===== config.mk =====
export PLATFORM = sky130hd
export DESIGN_NAME = ccff_bitstream_loader
export DESIGN_NICKNAME = d
export VERILOG_FILES = /design/src/rtl/ccff_loader_pkg.sv /design/src/rtl/ccff_word_serializer.sv /design/src/rtl/ccff_bitstream_loader.sv
export SDC_FILE = /design/constraint.sdc
export NUM_CORES = 1
export LEC_CHECK = 0
export ABC_AREA = 1
export CORE_MARGIN = 5
export CORE_UTILIZATION = 55
export CTS_CLUSTER_DIAMETER = 100
export DETAILED_ROUTE_END_ITERATION = 6
export DONT_BUFFER_PORTS = 1
export PLACE_DENSITY = 0.7
export SETUP_SLACK_MARGIN = 0.5
export SYNTH_ARGS = -nofsm -noshare
export SYNTH_HDL_FRONTEND = slang
export SYNTH_SLANG_ARGS = --single-unit

===== constraint.sdc =====
create_clock -name prog_clk -period 3.1 [get_ports prog_clk]
set_input_delay 0.93 -clock prog_clk [delete_from_list [all_inputs] [get_ports prog_clk]]
set_output_delay 0.93 -clock prog_clk [all_outputs]
set_load 0.01 [all_outputs]

===== src/rtl/ccff_loader_pkg.sv =====
// Shared types and CRC helper for the configuration chain loader.
// Holds the FSM state enum, CRC-16-CCITT constants and a one-bit CRC step.
package ccff_loader_pkg;

    typedef enum logic [1:0] {
        IDLE,
        LOAD,
        DONE
    } state_t;

    localparam logic [15:0] CRC16_POLY = 16'h1021;
    localparam logic [15:0] CRC16_INIT = 16'hFFFF;

    // Advance a MSB-first CRC-16 by one serial bit.
    function automatic logic [15:0] crc16_step(
        input logic [15:0] crc,
        input logic        din
    );
        logic fb;
        fb = crc[15] ^ din;
        crc16_step = {crc[14:0], 1'b0} ^ (fb ? CRC16_POLY : 16'h0000);
    endfunction

endpackage


===== src/rtl/ccff_word_serializer.sv =====
// Word-to-bit serializer: holds one bitstream word and emits it MSB first.
// Ports: clk/rst_n, clear, pop_en (may emit), accept_en (may take a word),
// cfg_data/cfg_valid/cfg_ready handshake, bits_left, bit_out/bit_valid.
module ccff_word_serializer
    import ccff_loader_pkg::*;
#(
    parameter int WORD_W = 32,
    localparam int BL_W = $clog2(WORD_W + 1)
) (
    input  logic              clk,
    input  logic              rst_n,
    input  logic              clear,
    input  logic              pop_en,
    input  logic              accept_en,
    input  logic [WORD_W-1:0] cfg_data,
    input  logic              cfg_valid,
    output logic              cfg_ready,
    output logic [BL_W-1:0]   bits_left,
    output logic              bit_out,
    output logic              bit_valid
);

    logic [WORD_W-1:0] shreg;
    logic              load;

    assign bit_valid = pop_en && (bits_left != '0);
    assign bit_out   = shreg[WORD_W-1];

    // Taking the next word while the last bit leaves keeps 1 bit/cycle.
    assign cfg_ready = accept_en &&
                       ((bits_left == '0) ||
                        ((bits_left == BL_W'(1)) && bit_valid));

    assign load = cfg_valid && cfg_ready;

    always_ff @(posedge clk or negedge rst_n) begin
        if (!rst_n) begin
            shreg     <= '0;
            bits_left <= '0;
        end else if (clear) begin
            shreg     <= '0;
            bits_left <= '0;
        end else if (load) begin
            shreg     <= cfg_data;
            bits_left <= BL_W'(WORD_W);
        end else if (bit_valid) begin
            shreg     <= {shreg[WORD_W-2:0], 1'b0};
            bits_left <= bits_left - BL_W'(1);
        end
    end

endmodule


===== src/rtl/ccff_bitstream_loader.sv =====
// Parallel-to-serial loader driving ccff_head of the configuration chain.
// Ports: prog_clk, prog_rst_n, start, cfg_data/cfg_valid/cfg_ready,
// ccff_head, ccff_shift_en, ccff_tail, busy, done, bit_count.
// Optional CCFF_TAIL_CRC_EN adds tail_crc, a CRC-16 of ccff_tail.
module ccff_bitstream_loader
    import ccff_loader_pkg::*;
#(
    parameter int WORD_W = 32,
    parameter int CHAIN_LEN = 4096,
    localparam int CNT_W = $clog2(CHAIN_LEN + 1)
) (
    input  logic              prog_clk,
    input  logic              prog_rst_n,
    input  logic              start,
    input  logic [WORD_W-1:0] cfg_data,
    input  logic              cfg_valid,
    output logic              cfg_ready,
    output logic              ccff_head,
    output logic              ccff_shift_en,
    input  logic              ccff_tail,
    output logic              busy,
    output logic              done,
`ifdef CCFF_TAIL_CRC_EN
    output logic [15:0]       tail_crc,
`endif
    output logic [CNT_W-1:0]  bit_count
);

    localparam int BL_W = $clog2(WORD_W + 1);

    state_t          state_q;
    state_t          state_d;
    logic            go;
    logic            pop_en;
    logic            accept_en;
    logic [BL_W-1:0] bits_left;
    logic            ser_bit;
    logic            ser_valid;
    logic [31:0]     issued;
    logic [31:0]     committed;

    // A start inside LOAD is ignored.
    assign go = start && (state_q != LOAD);

    // Bits handed to the head so far, including the one on it now.
    assign issued = 32'(bit_count) + 32'(ccff_shift_en);

    // Bits already owned by the loader; no word beyond CHAIN_LEN.
    assign committed = issued + 32'(bits_left);

    assign pop_en    = (state_q == LOAD) && (issued < 32'(CHAIN_LEN));
    assign accept_en = (state_q == LOAD) && (committed < 32'(CHAIN_LEN));

    assign busy = (state_q == LOAD);
    assign done = (state_q == DONE);

    ccff_word_serializer #(
        .WORD_W(WORD_W)
    ) u_ser (
        .clk      (prog_clk),
        .rst_n    (prog_rst_n),
        .clear    (go),
        .pop_en   (pop_en),
        .accept_en(accept_en),
        .cfg_data (cfg_data),
        .cfg_valid(cfg_valid),
        .cfg_ready(cfg_ready),
        .bits_left(bits_left),
        .bit_out  (ser_bit),
        .bit_valid(ser_valid)
    );

    always_ff @(posedge prog_clk or negedge prog_rst_n) begin
        if (!prog_rst_n) begin
            state_q <= IDLE;
        end else begin
            state_q <= state_d;
        end
    end

    always_comb begin
        state_d = state_q;
        unique case (state_q)
            IDLE: if (start) state_d = LOAD;
            LOAD: begin
                if (ccff_shift_en &&
                    (bit_count == CNT_W'(CHAIN_LEN - 1)))
                    state_d = DONE;
            end
            DONE: if (start) state_d = LOAD;
            default: state_d = IDLE;
        endcase
    end

    // Head holds its value during stalls so the gated chain sees no glitch.
    always_ff @(posedge prog_clk or negedge prog_rst_n) begin
        if (!prog_rst_n) begin
            ccff_head     <= 1'b0;
            ccff_shift_en <= 1'b0;
            bit_count     <= '0;
        end else begin
            ccff_shift_en <= ser_valid;
            if (ser_valid) ccff_head <= ser_bit;
            if (go) begin
                bit_count <= '0;
            end else if (ccff_shift_en &&
                         (bit_count != CNT_W'(CHAIN_LEN))) begin
                bit_count <= bit_count + CNT_W'(1);
            end
        end
    end

`ifdef CCFF_TAIL_CRC_EN
    always_ff @(posedge prog_clk or negedge prog_rst_n) begin
        if (!prog_rst_n) begin
            tail_crc <= CRC16_INIT;
        end else if (go) begin
            tail_crc <= CRC16_INIT;
        end else if (ccff_shift_en) begin
            tail_crc <= crc16_step(tail_crc, ccff_tail);
        end
    end
`else
    logic unused_tail;
    assign unused_tail = ccff_tail;
`endif

endmodule


* After elaboration in Yosys (flattened, before gate mapping) *
Index checks and enable logic that the tools add are counted.

operators by class
  add/sub/neg operators = 4
  multipliers = 0
  divide/modulo/power cells = 0
  magnitude comparators = 2
  equal/unequal tests = 8
  shift operators = 0
  mux-type cells = 11
  bitwise operators = 0
  reduce and logical (&&, ||, !) cells = 17

operator list
  kind                   count
  $mux 32                3
  $mux 13                2
  $mux 6                 3
  $add 14x6->15          1
  $lt 15x13->1 const B   1
  $add 13x1->14          1
  $lt 14x13->1 const B   1
  $add 13x1->13 const B  1
  $eq 13x12->1 const B   1
  $ne 13x13->1 const B   1
  $logic_and 1x1->1      9
  $eq 6x1->1 const B     1
  $logic_not 6->1        1
  $ne 2x1->1 const B     3
  $reduce_bool 6->1      1
  $sub 6x1->6 const B    1
  $mux 2                 2
  $pmux 2 s2             1
  $reduce_bool 3->1      1
  $eq 2x1->1 const B     1
  $eq 2x2->1 const B     1
  $logic_not 2->1        1
  $reduce_and 2->1       1
  $reduce_bool 2->1      1
  other kinds (2)        2

word-level totals
  register bits = 55
  latch bits = 0
  RAM bits = 0
  bits in read-only memories = 0
  input bits = 37
  output and inout bits = 18
  logic and storage cells = 48
  memories kept = 0

* Logic depth before layout (Yosys ltp) *
Gate-level depths: netlist (run 1).

  depth in word-level cells = 10
  mapped depth = 20
  gate-level depth less buffers = 19

* Cells and area by module *
Synthesis (run 1) repeated with hierarchy kept, for this count alone.

second synthesis, totals
  cell total of the unflattened synthesis = 506
  area total of the unflattened synthesis = 3,638.5 um2

modules (own cells, without submodules)
  module                 times used  cells each  area an instance (um2)  seq. area each (um2)
  ccff_word_serializer   1           303         2,190.9                 950.9
  ccff_bitstream_loader  1           203         1,447.6                 425.4

* Worst setup path before layout (run 1) *
OpenSTA, ideal clock, no wires.

  kind = register -> output
  from = register ccff_shift_en
  to = output port cfg_ready
  arrival time = 2.161 ns
  data required time = 2.170 ns
  slack = 0.009 ns
  stages on the path, launching flop included = 15
  path buffers = 0
  path through = dfrtp_1 ha_1 ha_1 nand3_1 xor2_1 ha_1 nand2_1 inv_1 nand2_1 nand2_1 nor2_1 inv_1 nand3_1 nor2_1 nor3_1

between the ends
  cells in the longest elaborated chain, start to end = 7
  elaborated cells on any way between the ends = 10
  classes of those cells = add/sub (2); order compare (2); reduce/logical (6)

ends and longest elaborated chain
  item                                                   RTL line                      text
  start: declaration                                     ccff_bitstream_loader.sv:19   output logic ccff_shift_en,
  start signal: assignment                               ccff_bitstream_loader.sv:102  ccff_shift_en <= ser_valid;
  $add 13x1->14 (*)                                      ccff_bitstream_loader.sv:46   assign issued = 32'(bit_count) + 32'(ccff_shift_en);
  branches (longest 5 deep; another with $add 14x6->15)  --
  $logic_and 1x1->1 (*)                                  ccff_word_serializer.sv:30    assign cfg_ready = accept_en &&
  end: declaration                                       ccff_bitstream_loader.sv:17   output logic cfg_ready,

Mark *: on every way between the ends.

* Worst setup path in the final report (run 1) *
Same ends and word-level chain as after synthesis.

==> results of run 1 <==
==> final cells by class <==
type                            instances  area, µm²
Sequential cell                        55       1380
Fill cell                             508       2020
Timing Repair inverter                  1       30.0
Clock inverter                          1       30.0
Timing Repair Buffer                   31        349
Inverter                               43        174
Tap cell                               77       96.3
Clock buffer                            6       72.6
Multi-Input combinational cell        374       2130
==> state kept, by name, summed over array words and instances (netlist names) <==
name	count
bit_count	13
ccff_head	1
ccff_shift_en	1
state_q	2
u_ser.bits_left	6
u_ser.shreg	32
==> kinds of logic after synthesis <==
| family | after synthesis | synth area share |
|---|---|---|
| DFF | 55 | 0.392 |
| xor gates and xnor gates | 5 | 0.0125 |
| adders and majority gates | 11 | 0.0392 |
| and+or+nand+nor | 317 | 0.398 |
| buffers and inverters | 66 | 0.0920 |
| muxes | 1 | 0.00321 |
| AOI/OAI and AO/OA | 40 | 0.0631 |
==> where the power goes <==
| part | leakage [nW] | internal [mW] | total [mW] | switching [mW] |
|---|---|---|---|---|
| registers | 0.722 | 0.991 | 1.21 | 0.221 |
| clock network | 0.0513 | 0.237 | 0.478 | 0.240 |
| logic | 1.44 | 0.937 | 2.16 | 1.22 |
| total | 2.21 | 2.17 | 3.85 | 1.68 |
==> timing repair <==
| action | 4_1_cts | 5_1_grt |
|---|---|---|
| gates cloned | 3 | 1 |
| resized for setup | 65 | 52 |
| setup buffers | 7 | 3 |
| setup endpoints to repair | 38 | 39 |
| pin swaps | 22 | 33 |
==> final timing paths <==
check                           slack [ns]                  to            start
worst max-delay path                 -0.30           cfg_ready    ccff_shift_en
worst min-delay path                  0.30        bit_count[8]       prog_rst_n
worst max register to register        0.28     u_ser.shreg[15]    ccff_shift_en
worst min register to register        0.49     u_ser.shreg[30]  u_ser.shreg[30]
max in group asynchronous             2.70  u_ser.bits_left[4]       prog_rst_n
min in group prog_clk                 0.49     u_ser.shreg[30]  u_ser.shreg[30]
==> routing by layer <==
metal,up-vias,GRT usage,part of all wire
li1,1625,-,-
met1,1585,0.277,0.40
met2,110,0.371,0.50
met3,20,0.0518,0.067
met4,0,0.0645,0.024
met5,-,0,0
==> layout by cell type (no fill, tap or decap), types with 4 or more instances in the layout <==
cell type and n:
xor2_1 5, buf_6 7, nor3_1 4, dfrtp_1 55, nor2_2 6, buf_4 17
nor2_1 12, inv_1 38, clkbuf_8 5, a21oi_1 10, nand4_1 36, o21ai_1 4
nand2_1 164, ha_1 9, nor2_4 4, nand2_4 20, nand3_1 25, o21ai_0 14
nand2_2 35
==> through the flow <==
step / utilization / setup WS, ns
floorplan: - / 0.115
global placement: 0.571 / -0.00771
detailed placement: 0.571 / -0.0299
CTS: 0.638 / -0.332
global route: 0.678 / -0.490
finish: 0.678 / -0.305
==> summary.md, run 1 <==
| Metric | Value |
|---|---|
| Outcome | `finished with violations` |
| Top cells by count, synth | `nand2_1, dfrtp_1, inv_1` |
| Leading area contributor after synthesis | `dfrtp_1` |
| DRC | `0` |
| HP Class | `input pin to asynchronous set/reset pin` |
| Final setup margin | `-0.305 ns` |
| Failing checks | `setup timing` |
| Iteration-0 DRC Markers | `between 150 and 200` |
| Post-synth top flop | `dfrtp_1` |
| Synth async-reset ratio | `1.00` |
| Synth warnings | `0` |
| CTS root buffer | `clkbuf_8` |
| Vias | `around 3.3k` |
| CP Cell Sequence | `ha_4 > inv_2 > nor2_4 > a31oi_1 > a31oi_1 > ha_1 > nand2_1 > inv_2 > nand2_1 > nand2_1 > nor2_2 > inv_1 > nand3_2 > nor2_4 > nor3_4 > buf_6` |
| Area post-placement | `0.00359 mm²` |
| DR vias/cell | `5.68` |
| Yosys top cell area share | `0.392` |
| Delay-heaviest family, CP | `simple AND/OR/NAND/NOR gates` |
| Max_cap viols | `0` |
| WP depth | `16` |
| Ports | `55` |
| Dpl hpwl | `~5600 µm` |
| Yosys cell types | `32` |
| Setup TNS | `-0.305 ns` |
| Vias in the first global route | `3177` |
| Post-synthesis net count | `543` |
| Total Wirelength | `9250 µm` |
| Worst-margin pin slew | `0.608 ns` |
| Leak Pwr | `2.21 nW` |
| DR pass1 iterations | `4` |
| Final Non-Filler Cells | `around 600` |
| EDFF count, synth | `0` |
| Drt wl/cell | `15.7 µm` |
| Initial core utilization | `0.559` |
| CP Launch Type | `flip-flop` |
| Crit path top cell by count | `nand2_1` |
| Reg2Reg Depth | `20` |
| Clock buffers created by TritonCTS | `5` |
| Max Freq | `294 MHz` |
| PD cells | `904 mW/mm²` |
| # rows | `29` |
| Clk_skew | `0.00490 ns` |
| Crit path time final | `~3.4 ns` |
| Die Span Y | `89.9 µm` |
| Worst Setup End Kind | `output port` |
| Largest net degree at the start of global routing | `56` |
| Total core area | `about 0.0063 mm²` |
| CTS tree | `yes` |
| Critical path class | `flip-flop to output port` |
| Share of layout cells above drive strength 1 | `0.245` |
| Clk_lat worst skew | `~0.31 ns` |
| Initial antenna violation count | `0` |
| Max IR drop VDD | `0.599 mV` |
| Mapped Area | `0.00351 mm²` |
| Crit path max fanout | `4` |
| IO buf count | `0` |
| Final-report hold violation count | `0` |
| Syn-to-layout area delta | `21.3%` |
| CP Data Arrival Time | `2.47 ns` |
| Max-slew violation count | `0` |
| Slew HR | `0.593` |
| ANT nets after route | `0` |
| Diodes inserted | `0` |
| Clock sinks | `55` |
| Cells after Synth | `about 500` |
| Worst Hold Margin | `roughly 0.30 ns` |
| Die area | `0.00808 mm²` |
| CP peak stage delay | `0.41 ns` |
| Design Power | `between 3 and 4 mW` |
| Hold buffer count at cts | `0` |
| Die width | `around 90 µm` |
| Synth top area cells | `dfrtp_1, nand2_1, nand4_1, inv_1, ha_1` |
| Count leader, synth | `nand2_1` |
| Sequential area share after synthesis | `0.392` |
| Placed insts | `roughly 570` |
| Avg Cell Area, Syn | `7.09 µm²` |
| GRT Overall Usage | `0.219` |
| Final period util | `1.10` |
| CP max stage cell | `dfrtp_1` |
| Final Instance Area | `0.00426 mm²` |
| Nets | `559` |
| First-pass GRT wire length | `roughly 15000 µm` |
| Clock slew at reported path FFs | `0.10 ns` |
| H-tree Lvls | `2` |
| Clock buffer depth | `2` |
| Buf/Inv on CP | `4` |
| Number of synthesized register bits | `55` |
| Gr ovfl total | `0` |
| CP Data Required Time | `about 2.2 ns` |
| RSZ-0062 raised after global routing | `yes` |
| Final GP Congestion | `0.871` |
| Setup Viol. Count Final | `1` |
Power figures use the tool's default switching activity.
==> inputs of run 2 (changes only) <==
- ABC_CLOCK_PERIOD_IN_PS: unset -> 3100
- CORE_UTILIZATION: 55 -> 60
- PLACE_DENSITY: 0.7 -> 0.76
- TNS_END_PERCENT: unset -> 100
==> run 2 against run 1 <==
  * The flow still finishes with violations (setup timing)
  * Sequential cell count unchanged
  * Worst hold slack worse by 0.0012 ns
  * First-iteration DRC count up 46%
  * Critical path depth down 1
  * Design area down 6.4%
  * Die area down 7.4%
  * Count of clock-buffer cells in the layout down 1
  * Via count up 1.5%
  * Core utilization up 3.3 points
  * Worst setup slack worse by 0.031 ns
  * Clock power up 4%
==> summary.md, run 2 (synthesis results as in run 1) <==
| Metric | Value |
|---|---|
| H-tree Lvls | `2 (unchanged)` |
| Final period util | `1.11 (+0.00987)` |
| Worst-margin pin slew | `0.639 ns (+0.0314 ns)` |
| DR vias/cell | `5.82 (+2.5%)` |
| Iteration-0 DRC Markers | `256 (+46%)` |
| Buf/Inv on CP | `4 (unchanged)` |
| CP peak stage delay | `0.37 ns (-0.04 ns)` |
| Final Core Density | `0.711 (+0.0325)` |
| DRC | `0 (unchanged)` |
| Crit path time final | `3.44 ns (+0.0306 ns)` |
| Clock slew at reported path FFs | `0.10 ns (about the same)` |
| CTS tree | `yes` |
| Drt wl/cell | `16.1 µm (+2.3%)` |
| DR pass1 iterations | `5 (+1)` |
| Reg2Reg Depth | `19 (-5.0%)` |
| CP max stage cell | `dfrtp_1` |
| Initial core utilization | `0.626 (+0.0667)` |
| Worst Setup End Kind | `output port` |
| Setup Viol. Count Final | `1 (unchanged)` |
| CP Launch Type | `flip-flop` |
| Largest net degree at the start of global routing | `56 (unchanged)` |
| Clk_lat worst skew | `0.31 ns (about the same)` |
| Biggest register | `u_ser.shreg` |
| Crit path top cell by count | `inv_1` |
| CP Data Required Time | `2.17 ns (about the same)` |
| Max reg flops | `32 (unchanged)` |
| CP Data Arrival Time | `2.51 ns (+0.04 ns)` |
| RSZ-0062 raised after global routing | `yes` |
| Dpl hpwl | `5580 µm (-0.75%)` |
| Most common cell after layout, fill and taps aside | `nand2_1` |
| Final-report hold violation count | `0 (unchanged)` |
| Critical path class | `flip-flop to output port` |
| Die width | `86.5 µm (-3.8%)` |
| Outcome | `finished with violations` |
| Max_cap viols | `0 (unchanged)` |
| Clk_skew | `0.00579 ns (+0.000893 ns)` |
| Ports | `55 (unchanged)` |
| PD cells | `885 mW/mm² (-2.2%)` |
| Failing checks | `setup timing` |
| Nets | `557 (-0.36%)` |
| Slew HR | `0.572 (-0.0210)` |
| R2R Path End | `u_ser.shreg[31]` |
| Final setup margin | `-0.335 ns (-0.0306 ns)` |
| Max Freq | `291 MHz (-0.89%)` |
| Syn-to-layout area delta | `13.5%` |
| Diodes inserted | `0 (unchanged)` |
| WP depth | `15 (-1)` |
| Vias in the first global route | `3153 (-0.76%)` |
| HP Class | `input pin to asynchronous set/reset pin` |
| Reg2Reg Setup Slack | `0.31 ns (+0.03 ns)` |
| Most frequent cells in the layout | `nand2_1, dfrtp_1, inv_1, nand4_1, nand3_1` |
| Clock buffers created by TritonCTS | `5 (unchanged)` |
| Final Non-Filler Cells | `582 (-1.0%)` |
| Total core area | `0.00561 mm² (-11%)` |
| Final Instance Area | `0.00399 mm² (-6.4%)` |
| Max IR drop VDD | `0.616 mV (+2.8%)` |
| Area post-placement | `0.00357 mm² (-0.45%)` |
| Share of layout cells above drive strength 1 | `0.141 (-0.103)` |
| Die area | `0.00748 mm² (-7.4%)` |
| Leak Pwr | `2.10 nW (-5.0%)` |
| Initial antenna violation count | `0 (unchanged)` |
| First-pass GRT wire length | `15000 µm (+0.18%)` |
| Final GP Congestion | `0.882 (+1.3%)` |
| CTS root buffer | `clkbuf_8` |
| Clock buffer depth | `2 (unchanged)` |
| Largest regs | `u_ser.shreg: 32 flops, bit_count: 13 flops, u_ser.bits_left: 6 flops` |
| Max-slew violation count | `0 (unchanged)` |
| GRT Overall Usage | `0.253 (+0.0340)` |
| Gr ovfl total | `0 (unchanged)` |
| CP Cell Sequence | `ha_2 > ha_2 > nand3_2 > xor2_1 > ha_1 > nand2_1 > inv_1 > nand3_1 > inv_1 > nor2_2 > inv_1 > nand3_1 > nor2_1 > nor3_2 > buf_4` |
| RR Startpoint | `ccff_shift_en` |
| Vias | `3389 (+1.5%)` |
| # rows | `27 (-6.9%)` |
| Clock sinks | `55 (unchanged)` |
| Placed insts | `559 (-1.4%)` |
| Die Span Y | `86.5 µm (-3.8%)` |
| Crit path max fanout | `3 (-1)` |
| IO buf count | `0 (unchanged)` |
| ANT nets after route | `0 (unchanged)` |
| Delay-heaviest family, CP | `adder cells` |
| Total Wirelength | `9370 µm (+1.2%)` |
==> run 2: cell type report <==
class	count	area (µm²)
inverter	43	174
timing repair buffer	22	245
sequential	55	1380
clock buffer	5	68.8
tap	72	90.1
clock inverter	3	46.3
timing repair inverter	7	71.3
fill	445	1620
multi-input combinational	375	1910
==> run 2: through the flow <==
stage | hold slack [ns] | power, mW | worst slack [ns] | setup TNS, ns
6_report | 0.296 | 3.53 | -0.335 | -0.335
5_1_grt | 0.274 | 3.80 | -0.471 | -0.471
4_1_cts | 0.294 | 3.41 | -0.287 | -0.287
3_5_place_dp | 0.465 | 2.65 | -0.0476 | -0.0476
3_3_place_gp | 0.458 | 2.59 | 0.0371 | 0
2_1_floorplan | 0.442 | 2.35 | 0.115 | 0
==> run 2: what timing repair did <==
item | in CTS | in global routing
buffers inserted | 5 | 1
endpoints found under the hold margin | 0 | 0
hold buffers | 0 | 0
cloned | 9 | 0
endpoints found under the setup margin | 39 | 40
gates resized for setup | 33 | 10
pin swaps | 7 | 4
==> run 2: worst max-delay path by stage <==
stage / from / end / slack, ns
final: ccff_shift_en / cfg_ready / -0.34
after global routing: ccff_shift_en / cfg_ready / -0.47
after CTS: ccff_shift_en / cfg_ready / -0.29
after detailed placement: ccff_shift_en / cfg_ready / -0.05
after global placement: ccff_shift_en / cfg_ready / 0.04
after floorplan: ccff_shift_en / cfg_ready / 0.12
==> run 2: where the power goes <==
part	internal, mW	switching, mW
Clock	0.244	0.253
Sequential	0.990	0.224
Combinational	0.719	1.10
==> run 2: metal layers <==
metal,track usage,part of all wire,vias up,wire length [µm]
met1,0.341,0.43,1536,4020
met3,0.0580,0.092,32,866
li1,-,-,1635,-
met5,0,0,-,0
met4,0.0949,0.032,0,303
met2,0.396,0.45,186,4180
==> inputs of run 3 (changes only) <==
- CORE_UTILIZATION: 60 -> 46
- PLACE_DENSITY: 0.76 -> unset
==> run 3 against run 2 <==
  * The flow still finishes with violations (setup timing)
  * Critical path depth is the same
  * Combinational power grew 5%
  * Worst hold slack lost 0.021 ns
==> summary.md, run 3 (synthesis results as in run 1) <==
| Metric | Value |
|---|---|
| Max Freq | `296 MHz (+1.7%)` |
| Final setup margin | `-0.279 ns (+0.0558 ns)` |
| Reg2Reg Setup Slack | `0.17 ns (-0.14 ns)` |
| Die width | `97.3 µm (+13%)` |
| GRT Overall Usage | `0.199 (-0.0541)` |
| Clock share of power | `0.127 (-0.014)` |
| P_sw | `1.53 mW (-2.5%)` |
| HP Class | `input pin to asynchronous set/reset pin` |
| Nets | `561 (+0.72%)` |
| Delay-heaviest family, CP | `adder cells` |
| IO buf count | `0 (unchanged)` |
| RSZ-0062 raised after global routing | `yes` |
| Clock sinks | `55 (unchanged)` |
| Failing checks | `setup timing` |
| Clock slew at reported path FFs | `0.12 ns (+0.02 ns)` |
| Final period util | `1.09 (-0.0180)` |
| Most frequent cells in the layout | `nand2_1, dfrtp_1, inv_1, nand4_1, nand3_1` |
| Largest net degree at the start of global routing | `56 (unchanged)` |
| Reg2Reg Depth | `21 (+2)` |
| Place WS | `-0.0290 ns (+0.0186 ns)` |
| Clock buffers created by TritonCTS | `5 (unchanged)` |
| Clk_skew | `0.0182 ns (+0.0124 ns)` |
| Slew HR | `0.542 (-0.0304)` |
| Setup Viol. Count Final | `1 (unchanged)` |
| DR pass1 iterations | `4 (-1)` |
| CP Cell Sequence | `ha_2 > ha_2 > buf_4 > xor2_2 > ha_1 > nand2_1 > inv_1 > nand3_1 > inv_1 > nor2_2 > inv_1 > nand3_2 > nor2_2 > nor3_2 > buf_4` |
| Gr ovfl total | `0 (unchanged)` |
| Largest regs | `u_ser.shreg: 32 flops, bit_count: 13 flops, u_ser.bits_left: 6 flops` |
| Max-slew violation count | `0 (unchanged)` |
| Dpl hpwl | `5620 µm (+0.61%)` |
| CP peak stage delay | `0.41 ns (+0.04 ns)` |
| First-pass GRT wire length | `15600 µm (+4.4%)` |
| Diodes inserted | `0 (unchanged)` |
| Crit path top cell by count | `inv_1` |
| Comb pwr share | `0.535 (+0.020)` |
| Final-report hold violation count | `0 (unchanged)` |
| Share of layout cells above drive strength 1 | `0.165 (+0.0242)` |
| Area post-placement | `0.00361 mm² (+1.2%)` |
| Sw Ratio | `0.432 (-0.0140)` |
| Initial antenna violation count | `0 (unchanged)` |
| Crit path time final | `3.38 ns (-0.0558 ns)` |
| Buf/Inv on CP | `5 (+1)` |
| Vias | `3217 (-5.1%)` |
| CP Data Arrival Time | `2.45 ns (-0.06 ns)` |
| Biggest register | `u_ser.shreg` |
| Die Span Y | `97.3 µm (+13%)` |
| Vias in the first global route | `3066 (-2.8%)` |
| # rows | `31 (+15%)` |
| Crit path max fanout | `2 (-1)` |
| Sequential Power Share | `0.338 (-0.006)` |
| Clock buffer depth | `2 (unchanged)` |
| Worst Hold Margin | `0.275 ns (-0.0210 ns)` |
| ANT nets after route | `0 (unchanged)` |
| Initial core utilization | `0.479 (-0.147)` |
| DR vias/cell | `5.25 (-9.9%)` |
| Hold buffer count at cts | `0 (unchanged)` |
| Worst-margin pin slew | `0.685 ns (+0.0455 ns)` |
| Ports | `55 (unchanged)` |
| RR Startpoint | `ccff_shift_en` |
| DRC | `0 (unchanged)` |
| H-tree Lvls | `2 (unchanged)` |
| Setup crit start | `ccff_shift_en` |
| CP Data Required Time | `2.17 ns (about the same)` |
| Syn-to-layout area delta | `17.8%` |
| CP max stage cell | `dfrtp_1` |
| Design Power | `3.55 mW (+0.61%)` |
| Die area | `0.00948 mm² (+27%)` |
| Final Core Density | `0.564 (-0.147)` |
| Most common cell after layout, fill and taps aside | `nand2_1` |
| Drt wl/cell | `14.8 µm (-8.3%)` |
| Clk_lat worst skew | `0.33 ns (+0.02 ns)` |
| CTS tree | `yes` |
| Outcome | `finished with violations` |
| Iteration-0 DRC Markers | `125 (-51%)` |
| R2R Path End | `u_ser.shreg[9]` |
| Internal power | `2.01 mW (+3.1%)` |
| Final GP Congestion | `0.818 (-7.2%)` |
| Critical path class | `flip-flop to output port` |
| Max_cap viols | `0 (unchanged)` |
| Worst Setup End Kind | `output port` |
| Max reg flops | `32 (unchanged)` |
| Final Instance Area | `0.00413 mm² (+3.7%)` |
| Max IR drop VDD | `0.431 mV (-30%)` |
| PD cells | `858 mW/mm² (-3.0%)` |
| Total core area | `0.00733 mm² (+31%)` |
| CTS root buffer | `clkbuf_8` |
| CP Launch Type | `flip-flop` |
| Total Wirelength | `9050 µm (-3.4%)` |
| Leak Pwr | `2.18 nW (+3.5%)` |
==> run 3: cell count changes in the layout (fill, tap and decap cells not counted), moves of 2 or more <==
cell and change:
buf_4 +2, buf_6 +4, bufbuf_16 +3, inv_8 -2, nand2_1 -5, nand2_2 +5
o21ai_1 -2, o21ai_2 +2
==> run 3: timing repair <==
item                                    CTS  global route
gates cloned                              7             1
pin swaps                                 7             7
setup buffers                             6             4
gates resized for setup                  34            17
endpoints found under the setup margin   38            39
==> run 3: final cells by class <==
cell class	count	area [µm²]
fill	722	3200
multi-input combinational	374	1930
sequential	55	1380
timing repair buffer	30	388
inverter	43	169
tap	99	124
clock buffer	5	68.8
timing repair inverter	4	52.6
clock inverter	3	28.8
==> run 3: worst max path at each step <==
stage,to,slack [ns],depth (start not counted)
6_report,cfg_ready,-0.28,15
5_1_grt,cfg_ready,-0.44,14
4_1_cts,cfg_ready,-0.31,15
3_5_place_dp,cfg_ready,-0.03,15
3_3_place_gp,cfg_ready,0.05,15
2_1_floorplan,cfg_ready,0.12,14
==> run 3: through the flow <==
step,TNS [ns],cells
after floorplan,0,495
after global placement,0,587
after detailed placement,-0.0290,587
after CTS,-0.312,608
after global routing,-0.444,613
final,-0.279,613
==> run 3: power groups by stage <==
stage / clock network (mW) / logic, mW / registers (mW)
floorplan: 0 / 1.17 / 1.18
global placement: 0 / 1.43 / 1.20
detailed placement: 0 / 1.47 / 1.20
CTS: 0.468 / 1.81 / 1.19
global route: 0.498 / 2.16 / 1.24
finish: 0.452 / 1.90 / 1.20
==> run 3: layer usage <==
metal,vias to the layer above,global-route usage,wire length [µm]
met2,62,0.296,4040
met4,0,0.0479,91
met5,-,0,0
met3,7,0.0459,482
met1,1508,0.291,4430
li1,1640,-,-
==> run 3: worst reg2reg max path, delay by kind of cell (launching register included) <==
family	cells	cell delay (ns)
xor gates and xnor gates	1	0.14
buffers and inverters	8	0.84
DFF	1	0.41
and+or+nand+nor	9	0.80
adders and majority gates	3	0.63
==> variant 1 (config.mk and constraints of run 1) <==
`WORD_W` is set to 32 in 2 places; all go to 64.
--- a/src/rtl/ccff_word_serializer.sv
+++ b/src/rtl/ccff_word_serializer.sv
@@ -4,7 +4,7 @@
 module ccff_word_serializer
     import ccff_loader_pkg::*;
 #(
-    parameter int WORD_W = 32,
+    parameter int WORD_W = 64,
     localparam int BL_W = $clog2(WORD_W + 1)
 ) (
     input  logic              clk,
--- a/src/rtl/ccff_bitstream_loader.sv
+++ b/src/rtl/ccff_bitstream_loader.sv
@@ -5,7 +5,7 @@
 module ccff_bitstream_loader
     import ccff_loader_pkg::*;
 #(
-    parameter int WORD_W = 32,
+    parameter int WORD_W = 64,
     parameter int CHAIN_LEN = 4096,
     localparam int CNT_W = $clog2(CHAIN_LEN + 1)
 ) (
Ports: changed (resized cfg_data); port bits go from 55 to 87. No check against the original RTL was run, so the function may have changed too.
==> variant 1 against run 1 <==
Sequential share of layout area decreased by 2.6 points. Power increased by 71%. Register-to-register slack got worse by 0.85 ns. Largest power group unchanged. Design area increased by 74%. Critical path depth unchanged. Via count increased by 73%. The run still ends with negative setup slack left. Worst setup slack got worse by 0.28 ns. Wire length increased by 110%. Sequential cell count increased by 33. Cell count increased by 55%. Synthesized area increased by 46%. Count of clock-buffer cells in the layout increased by 5. Combinational power increased by 79%.
==> variant 1: results (changes against run 1) <==
- Later-pin clock latency in the skew report: 0.39 ns (+0.08 ns)
- Fillers: 490 (-3.5%)
- R2R Setup Slk: -0.57 ns (-0.85 ns)
- Failing checks: negative setup slack
- Compound-Gate Fraction of Synth Area: 4.17% (-2.1 points)
- Adder-Cell Fraction of Synth Area: 3.17% (-0.75 points)
- Placed Area: 5360 sq um (+49%)
- Part of the Yosys area used for sequential elements: 42.9% (+3.7 points)
- DRT iter0 DRCs: 619 (+250%)
- DR vias/cell: 6.34 (+12%)
- Non-CTS buffers: 94 (+200%)
- Post-Synth XOR/XNOR Area: 1.20% (-0.053 points)
- H-tree depth: 3 (+1)
- Inverters: 38 (-14%)
- Multiplexer share of the synthesized area: 0.220% (-0.10 points)
- Run status: finished with violations
- Multi-input combinational area share: 42.3% (-7.7 points)
- Cell Pwr Density: 891 nW/um^2 (-1.5%)
- Final WS setup: -0.589 ns (-0.284 ns)
- Cell count after placement: 827 (+46%)
- Final setup viols: 72 (+71)
- Die ar.: 11400 sq um (+41%)
- Metal2 WL: 9430 um (+100%)
- M1 GR Usage: 40.3% (+13 points)
- Max-slew headroom: 53.8% (-5.5 points)
- Count of unique library cells instantiated by Yosys: 27 (-16%)
- First-pass GRT wire length: 27200 um (+82%)
- Worst r2r src: bit_count[0]$_DFFE_PN0P_
- Reg-to-reg endpoint: u_ser.shreg[29]$_DFFE_PN0P_
- Clock Skew: 0.0254 ns (+0.0205 ns)
- Pre-CTS setup slack: -0.0919 ns (-0.0620 ns)
- Hold WS: 0.223 ns (-0.0750 ns)
- Clkbuf count: 11 (+5)
- Multi-input gate area: 3130 sq um (+47%)
- Setup TNS: -33.11 ns (-32.80 ns)
- RD Place Congestion: 0.846 (-2.9%)
- Clock network area share: 2.45% (+0.041 points)
- CP arrival: 2.76 ns (+0.29 ns)
- Resize count post-CTS: 91 (+40%)
- Avg WL per Cell: 21.4 um (+36%)
[variant 1: cell count changes in the layout (fill, tap and decap cells not counted), moves of 3 or more]
cell	before	now
buf_12	3	20
buf_16	1	23
buf_4	17	25
buf_6	7	19
clkbuf_8	5	10
clkinvlp_4	0	3
dfrtp_1	55	88
inv_1	38	35
nand2_1	164	276
nand2_2	35	68
nand2_4	20	36
nand3_1	25	16
nand4_1	36	70
nor2_1	12	18
[variant 1: worst max path at each step]
stage	start	to	slack, ns	depth (start not counted)
2_1_floorplan	ccff_shift_en$_DFF_PN0_	cfg_ready	-0.32	16
3_3_place_gp	bit_count[0]$_DFFE_PN0P_	cfg_ready	0.0009	14
3_5_place_dp	bit_count[0]$_DFFE_PN0P_	cfg_ready	-0.09	16
4_1_cts	bit_count[0]$_DFFE_PN0P_	cfg_ready	-0.39	16
5_1_grt	bit_count[0]$_DFFE_PN0P_	u_ser.shreg[23]$_DFFE_PN0P_	-0.66	26
6_report	bit_count[0]$_DFFE_PN0P_	cfg_ready	-0.59	16
==> variant 2 (settings of run 1) <==
Without the edit above. Encoding of `state_t`: now one-hot (3 bits for 3 states).
--- a/src/rtl/ccff_loader_pkg.sv
+++ b/src/rtl/ccff_loader_pkg.sv
@@ -2,10 +2,10 @@
 // Holds the FSM state enum, CRC-16-CCITT constants and a one-bit CRC step.
 package ccff_loader_pkg;
 
-    typedef enum logic [1:0] {
-        IDLE,
-        LOAD,
-        DONE
+    typedef enum logic [2:0] {
+        IDLE = 3'b001,
+        LOAD = 3'b010,
+        DONE = 3'b100
     } state_t;
 
     localparam logic [15:0] CRC16_POLY = 16'h1021;
Formal check against the unedited RTL: no difference found for any inputs over 10 cycles, from zero or initial values and one cycle with prog_rst_n low; not proved beyond that.
==> variant 2 against run 1 <==
The flow still finishes with violations (negative setup slack). Synthesized area is 1.6% higher. Wire length is 24% higher. Worst setup slack better by 0.026 ns. Clock skew is 0.016 ns higher. Combinational power is 19% lower. Power is 18% lower. Design area is 11% higher. Utilization is 7.2 points higher. Sequential cell count is 1 higher.
==> variant 2: results (changes against run 1) <==
- Total track usage: 23.7% (+1.9 points)
- H-tree depth: 2 (unchanged)
- Nets: 585 (+4.7%)
- RD Place Congestion: 0.932 (+7.0%)
- Register clock-pin slew on the reported worst setup and hold paths: 0.12 ns (+0.02 ns)
- Pre-CTS setup slack: 0.0363 ns (+0.0662 ns)
- Leak: 0.00249 uW (+13%)
- Peak VDD IR: 0.403 mV (-33%)
- First-pass DRT Iterations: 5 (+1)
- Layout cells sized above 1: 32.5% (+8.1 points)
- CP Max Fanout: 8 (+4)
- Hold Crit Class: input port to async pin
- Clk buf depth: 2 (unchanged)
- Cell count after placement: 565 (-0.35%)
- CP delay by family, top: buffers and inverters
- DRT iter0 DRCs: 343 (+96%)
- HPWL after detailed placement: 5660 um (+0.70%)
- Most instantiated cells after synthesis: 217 x nand2_1, 55 x dfrtp_1, 36 x inv_1, 36 x nand4_1, 25 x nor2_1
- Part of the Yosys area used for sequential elements: 39.3% (+0.13 points)
- Final WS setup: -0.278 ns (+0.0263 ns)
- Final wirelength: 11500 um (+24%)
- Mapped Nets: 544 (+0.18%)
- Worst Max-Slew Pin Slew: 0.712 ns (+0.105 ns)
- Later-pin clock latency in the skew report: 0.34 ns (+0.03 ns)
- Synth top area cells: dfrtp_1 39%, nand2_1 23%, nand4_1 6.3%
- Synthesized area per cell: 7.19 sq um (+1.4%)
- Regs by FF count: u_ser.shreg: 32 flops, bit_count: 13 flops, u_ser.bits_left: 6 flops
- Avg WL per Cell: 18.7 um (+19%)
- DR vias/cell: 6.04 (+6.3%)
- Slowest CP cell: dfrtp_1
- Final setup viols: 39 (+38)
- Clock Skew: 0.0204 ns (+0.0155 ns)
- CP peak stage delay: 0.43 ns (+0.02 ns)
- Failing checks: negative setup slack
- Pin count of the biggest net entering global routing: 57 (+1.8%)
- Count of unique library cells instantiated by Yosys: 36 (+13%)
- Run status: finished with violations
- Vias in the first global route: 3397 (+6.9%)
- First-pass GRT wire length: 16100 um (+7.7%)
- Initial antenna violation count: 0 (unchanged)
==> variant 2: kinds of logic (layout without fill, tap and decap cells) <==
group                    after synthesis  after routing  share of synthesized area [%]
AND/OR/NAND/NOR                      327            328                           41.0
buffers and inverters                 62            103                           8.46
flip-flops                            56             56                           39.3
AO/OA/AOI/OAI                         34             34                           5.76
adder cells (fa/ha/maj)               11             11                           3.86
XOR/XNOR                               5              5                           1.23
multiplexers                           1              1                          0.316
==> variant 2: worst reg2reg max path, delay by kind of cell (launching register included) <==
kind | cells | cell delay [ns]
AOI/OAI and AO/OA | 1 | 0.14
buffers and inverters | 11 | 1.02
xor gates and xnor gates | 1 | 0.16
DFF | 1 | 0.43
and+or+nand+nor | 12 | 0.91
adders and majority gates | 3 | 0.62
==> variant 2: final timing paths <==
check	startpoint	end	slack, ns	cells after the start
max in group asynchronous	prog_rst_n	state_q[0]$_DFFE_PN1P_	2.63	0
max	bit_count[0]$_DFFE_PN0P_	u_ser.shreg[13]$_DFFE_PN0P_	-0.28	28
min reg2reg	u_ser.shreg[24]$_DFFE_PN0P_	u_ser.shreg[24]$_DFFE_PN0P_	0.50	2
max reg2reg	bit_count[0]$_DFFE_PN0P_	u_ser.shreg[13]$_DFFE_PN0P_	-0.28	28
min in group prog_clk	u_ser.shreg[24]$_DFFE_PN0P_	u_ser.shreg[24]$_DFFE_PN0P_	0.50	2
min	prog_rst_n	bit_count[4]$_DFFE_PN0P_	0.27	0
==> variant 2: power by group <==
group | switching (uW) | total (uW) | internal, uW
clock | 275 | 463 | 188
sequential | 109 | 945 | 836
combinational | 1040 | 1760 | 724
==> variant 2: repair_timing <==
item	in CTS	in global routing
setup buffers	19	9
hold buffers	0	0
endpoints found under the setup margin	39	39
gates cloned	10	4
pin swaps	11	36
resized for setup	43	106
==> variant 2: area by class of cell <==
class                      count  area (sq um)
clock buffer                   6          82.6
clock inverter                 2          17.5
fill                         402          1580
inverter                      39           165
multi-input combinational    379          2270
sequential                    56          1400
tap                           77          96.3
timing repair buffer          49           616
timing repair inverter         7          88.8
==> variant 2: per-stage QoR <==
stage          util, %  hold WS, ns  power, uW  TNS (ns)  area (sq um)
6_report          75.0        0.270       3170     -6.80          4730
2_1_floorplan        -        0.442       1670         0          3590
4_1_cts           67.6        0.283       2740     -6.19          4270
3_5_place_dp      57.9        0.466       1850         0          3660
3_3_place_gp      57.9        0.456       1820         0          3660
5_1_grt           75.0        0.256       3330    -14.66          4730
==> variant 2: layer usage <==
metal	global-route usage [%]	up-vias	share of wire, %
met1	28.9	1765	37
met3	4.08	46	8.3
li1	-	1689	-
met2	41.6	215	51
met4	8.81	0	3.6
met5	0	-	0
